**src/rtl/sprite_arb_pkg.sv**
```systemverilog
// Shared definitions for the sprite ROM arbiter.
//   - FSM state encoding (idle / own / gap)
//   - default requester count and burst limit
//   - one-hot to binary index helper
package sprite_arb_pkg;

    localparam int unsigned NReqDefault     = 4;
    localparam int unsigned MaxBurstDefault = 8;

    localparam logic [1:0] StIdle = 2'd0;
    localparam logic [1:0] StOwn  = 2'd1;
    localparam logic [1:0] StGap  = 2'd2;

    // Accepts up to 8 requesters; callers zero-extend narrower vectors.
    function automatic int unsigned onehot_to_idx(input logic [7:0] onehot);
        int unsigned idx;
        idx = 0;
        for (int unsigned i = 0; i < 8; i++) begin
            if (onehot[i]) begin
                idx = i;
            end
        end
        return idx;
    endfunction

endpackage

```
**src/rtl/rr_pick.sv**
```systemverilog
// Combinational round-robin picker.
// Search starts at last+1 and wraps modulo N_REQ; the first high req bit wins.
// Ports:
//   req   - level request vector
//   last  - index of the most recent owner
//   win   - one-hot winner (all-zero when nothing requested)
//   valid - high when win has a bit set
module rr_pick #(
    parameter int unsigned N_REQ = 4,
    parameter int unsigned SEL_W = 2
) (
    input  logic [N_REQ-1:0] req,
    input  logic [SEL_W-1:0] last,
    output logic [N_REQ-1:0] win,
    output logic             valid
);

    always_comb begin
        win   = '0;
        valid = 1'b0;
        for (int unsigned k = 1; k <= N_REQ; k++) begin
            logic [SEL_W-1:0] idx;
            idx = SEL_W'((32'(last) + k) % N_REQ);
            if (!valid && req[idx]) begin
                win[idx] = 1'b1;
                valid    = 1'b1;
            end
        end
    end

endmodule

```
**src/rtl/sprite_rom_arbiter.sv**
```systemverilog
// Round-robin arbiter sharing the sprite ROM read port between sprite engines.
// A grant is held until its owner drops req, followed by one all-zero gap cycle
// so the mux select never moves under an active grant.
// Optional feature macro: SPRITE_ARB_BURST_LIMIT_EN (force-release after
// MAX_BURST grant cycles, pulses timeout).
// Ports:
//   clk     - system clock, rising edge
//   rst     - synchronous active-high reset
//   req     - level request per requester
//   grant   - registered one-hot grant
//   sel     - index of current or most recent owner (mux select)
//   busy    - any grant bit high
//   timeout - one-cycle pulse on forced release (burst limit builds only)
module sprite_rom_arbiter
    import sprite_arb_pkg::*;
#(
    parameter int unsigned N_REQ     = NReqDefault,
    parameter int unsigned SEL_W     = 2,
    parameter int unsigned MAX_BURST = MaxBurstDefault,
    parameter int unsigned CNT_W     = 4
) (
    input  logic             clk,
    input  logic             rst,
    input  logic [N_REQ-1:0] req,
    output logic [N_REQ-1:0] grant,
    output logic [SEL_W-1:0] sel,
`ifdef SPRITE_ARB_BURST_LIMIT_EN
    output logic             timeout,
`endif
    output logic             busy
);

    logic [1:0]       state_q, state_d;
    logic [N_REQ-1:0] grant_q, grant_d;
    logic [SEL_W-1:0] sel_q, sel_d;
    logic [SEL_W-1:0] last_q, last_d;
    logic [CNT_W-1:0] cnt_q, cnt_d;
    logic [N_REQ-1:0] pick_win;
    logic             pick_valid;
    logic             cnt_at_max;
`ifdef SPRITE_ARB_BURST_LIMIT_EN
    logic             timeout_q, timeout_d;
`endif

    rr_pick #(
        .N_REQ(N_REQ),
        .SEL_W(SEL_W)
    ) u_rr_pick (
        .req  (req),
        .last (last_q),
        .win  (pick_win),
        .valid(pick_valid)
    );

    assign cnt_at_max = (cnt_q == CNT_W'(MAX_BURST));

    always_comb begin
        state_d = state_q;
        grant_d = grant_q;
        sel_d   = sel_q;
        last_d  = last_q;
        cnt_d   = cnt_q;
`ifdef SPRITE_ARB_BURST_LIMIT_EN
        timeout_d = 1'b0;
`endif
        case (state_q)
            StIdle: begin
                if (pick_valid) begin
                    grant_d = pick_win;
                    sel_d   = SEL_W'(onehot_to_idx(8'(pick_win)));
                    cnt_d   = CNT_W'(1);
                    state_d = StOwn;
                end
            end
            StOwn: begin
                // sel_q is the owner index while in StOwn.
                if (!req[sel_q]) begin
                    grant_d = '0;
                    last_d  = sel_q;
                    state_d = StGap;
                end
`ifdef SPRITE_ARB_BURST_LIMIT_EN
                else if (cnt_at_max) begin
                    grant_d   = '0;
                    last_d    = sel_q;
                    state_d   = StGap;
                    timeout_d = 1'b1;
                end
`endif
                else if (!cnt_at_max) begin
                    cnt_d = cnt_q + CNT_W'(1);
                end
            end
            StGap: begin
                state_d = StIdle;
            end
            default: begin
                state_d = StIdle;
                grant_d = '0;
            end
        endcase
    end

    always_ff @(posedge clk) begin
        if (rst) begin
            state_q <= StIdle;
            grant_q <= '0;
            sel_q   <= '0;
            last_q  <= SEL_W'(N_REQ - 1);
            cnt_q   <= '0;
`ifdef SPRITE_ARB_BURST_LIMIT_EN
            timeout_q <= 1'b0;
`endif
        end else begin
            state_q <= state_d;
            grant_q <= grant_d;
            sel_q   <= sel_d;
            last_q  <= last_d;
            cnt_q   <= cnt_d;
`ifdef SPRITE_ARB_BURST_LIMIT_EN
            timeout_q <= timeout_d;
`endif
        end
    end

    assign grant = grant_q;
    assign sel   = sel_q;
    assign busy  = |grant_q;
`ifdef SPRITE_ARB_BURST_LIMIT_EN
    assign timeout = timeout_q;
`endif

endmodule

```
**config.mk**
```make
export PLATFORM = sky130hd
export DESIGN_NAME = sprite_rom_arbiter
export DESIGN_NICKNAME = d
export VERILOG_FILES = /design/src/rtl/sprite_arb_pkg.sv /design/src/rtl/rr_pick.sv /design/src/rtl/sprite_rom_arbiter.sv
export SDC_FILE = /design/constraint.sdc
export NUM_CORES = 1
export LEC_CHECK = 0
export ABC_AREA = 0
export CAP_MARGIN = 15
export CORE_ASPECT_RATIO = 0.75
export CORE_MARGIN = 2
export CORE_UTILIZATION = 30
export CTS_CLUSTER_SIZE = 24
export DETAILED_ROUTE_END_ITERATION = 10
export MAX_ROUTING_LAYER = met4
export SLEW_MARGIN = 20
export SYNTH_ARGS = -nofsm -noshare
export SYNTH_HDL_FRONTEND = slang
export SYNTH_SLANG_ARGS = --single-unit
```
**constraint.sdc**
```tcl
create_clock -name clk -period 3.4 [get_ports clk]
set_clock_uncertainty 0.15 [all_clocks]
set_input_delay 0.51 -clock clk [delete_from_list [all_inputs] [get_ports clk]]
set_output_delay 0.51 -clock clk [all_outputs]
set_load 0.03 [all_outputs]
```
==> reports/qor.yml <==
timing:
  fmax_ghz: 0.369
  finalHoldViolations: 0
  min_period_ns: 2.71
  finalCritPeriodShare_pct: 79.6
  setup_viol: 0
  setup_ws_ns: 0.692
  maxSlewHeadroom_pct: 65.0
  tightest_slew_ns: 0.523
  grt_setup_unrepaired: "no"
  finalSetupTns_ns: 0
  slew_violations: 0
detailed_routing:
  ant_nets: 0
  first_pass_iters: 4
  vias_per_cell: 5.25
  wl_per_cell_um: 14.1
  vias: 677
  drt-total-wl_um: 1820
  drt_iter0_markers: 7
  drcViolationCount: 0
power_and_ir_drop:
  power_uw: 858
  ir_drop_v: 0.000302
  power.leakage_nw: 0.371
  powerDensity_mw_per_mm2: 874
grt:
  grt_usage_pct: 12.8
  grt_max_degree: 12
  antenna_found_initial: 0
  gr-total-overflow: 0
  grt_pass1_vias: 687
  grt_pass1_wl_um: 3060
clock_tree:
  ctsHoldBuffers: 0
  root_buffer: "clkbuf_4"
  numCtsBuffers: 3
  htree_levels: 1
  cts_resized: 0
  cts.path.max_buffers: 2
  post_cts_buffers: 0
  worstSkewPairLatency_ns: 0.26
  cts_tree: "built"
  path_clk_slew_ns: 0.06
  clock_sinks: 10
synthesis:
  synth_seq_cells: 10
  ys_types: 30
  synth.top_cell.area_share_pct: 24.7
  syn_nets: 94
  netlist_instances: 80
  postSynthAreaPerCell_um2: 10.1
  ys_warn_count: 0
  mappedNetlistArea_um2: 811
  yosys.area.top_type: "dfxtp_1"
  synthTopCellsByArea: "dfxtp_1 (25%), ha_1 (12%), mux4_2 (11%)"
  yosysSeqAreaShare_pct: 24.7
floorplan:
  row_count: 16
  floorplan.initialDensity_pct: 31.4
  die_y_um: 49.0
  die_area_mm2: 0.00314
  die_w_um: 64.0
  coreArea_mm2: 0.00258
  ioPinCount: 13
finish:
  layout_commonest_cell: "clkdlybuf4s50_1"
  final_util_pct: 38.0
  fin_cells: 129
  synthToLayoutAreaGrowth_pct: 21.1
  drive_above_1_share_pct: 16.1
  num_antenna_cells: 0
  final_nets: 109
  final_cell_mix: "clkdlybuf4s50_1 (12), dfxtp_1 (10), a21oi_1 (9), ha_1 (8)"
worst_hold_path:
  hold_class: "reg -> reg"
setup_path:
  cp_max_fo: 9
  required_ns: 3.43
  critPathCaptureType: "flip-flop"
  critical_path_arrival_ns: 2.74
  cp-start-kind: "flip-flop"
  path_class: "reg -> reg"
placement:
  place_inst: 126
  gp_congestion: 0.881
  io_buffers: 12
  pre_cts_ws_ns: 0.512
  place_hpwl_um: 1410
run_status:
  status: "finished clean"
run:
  cap_violations: 0
logic make-up (layout without fill, tap and decap cells):
| logic type | after synthesis | count (layout) | synth area share (%) |
|---|---|---|---|
| buffers and inverters | 7 | 20 | 4.32 |
| and+or+nand+nor | 24 | 24 | 19.1 |
| AOI/OAI and AO/OA | 26 | 26 | 25.2 |
| muxes | 5 | 5 | 14.4 |
| DFF | 10 | 10 | 24.7 |
| adders and majority gates | 8 | 8 | 12.3 |
routing by layer:
layer  global-route usage [%]  share of wire [%]
met4                     1.09                  0
met2                     21.2                 50
met1                     16.0                 46
met3                     4.16                3.9
met5                        -                  0
through the flow:
step | hold slack, ns | area [µm²]
6_report | 0.333 | 982
5_1_grt | 0.374 | 982
4_1_cts | 0.342 | 982
3_5_place_dp | 0.333 | 960
3_3_place_gp | 0.322 | 960
2_1_floorplan | 0.325 | 811
final cells by class:
class	count	area [µm²]
well taps	36	45.0
multi-input cells	63	576
inverters	5	18.8
fillers	249	1600
flip-flops and latches	10	200
clock buffers	3	22.5
repair buffers	12	120
flip-flops by register name, indices dropped and copies added (netlist names):
| name | count |
|---|---|
| sel | 2 |
| last_q | 2 |
| state_q | 2 |
| grant | 4 |
worst max-delay path: stages, from the launching register on:
cell	delay, ns
dfxtp_1	0.54
inv_1	0.21
ha_1	0.37
mux4_2	0.43
nor4b_4	0.38
and2_1	0.20
o211ai_2	0.10
a311oi_2	0.25
final timing paths:
check | startpoint | endpoint | slack [ns] | cells after the start
max | last_q[0] | sel[0] | 0.69 | 7
min reg2reg | grant[0] | grant[0] | 0.33 | 2
max reg2reg | last_q[0] | sel[0] | 0.69 | 7
min | grant[0] | grant[0] | 0.33 | 2
cells in the mapped netlist:
master / instances
nor2_1: 3
a311oi_2: 1
o211ai_1: 2
and2_1: 2
mux4_1: 1
o21ai_0: 3
or4_1: 1
nand3_1: 4
a21o_1: 1
nand2_1: 4
and2_2: 1
a22o_2: 1
nand3b_1: 5
a21oi_2: 2
dfxtp_1: 10
buf_6: 1
a41oi_1: 1
a21oi_1: 9
nor3b_1: 1
buf_2: 1
a22o_1: 1
nor2b_1: 2
nor4b_4: 1
o21ai_1: 2
ha_1: 8
o211ai_2: 1
inv_1: 5
mux4_2: 4
o41a_1: 1
o41ai_4: 1
power by group:
group,switching [mW],total (mW),internal [mW]
sequential,0.0537,0.215,0.161
combinational,0.321,0.565,0.244
clock,0.0376,0.0784,0.0408
Note: power is estimated with default switching activity, not from simulation.
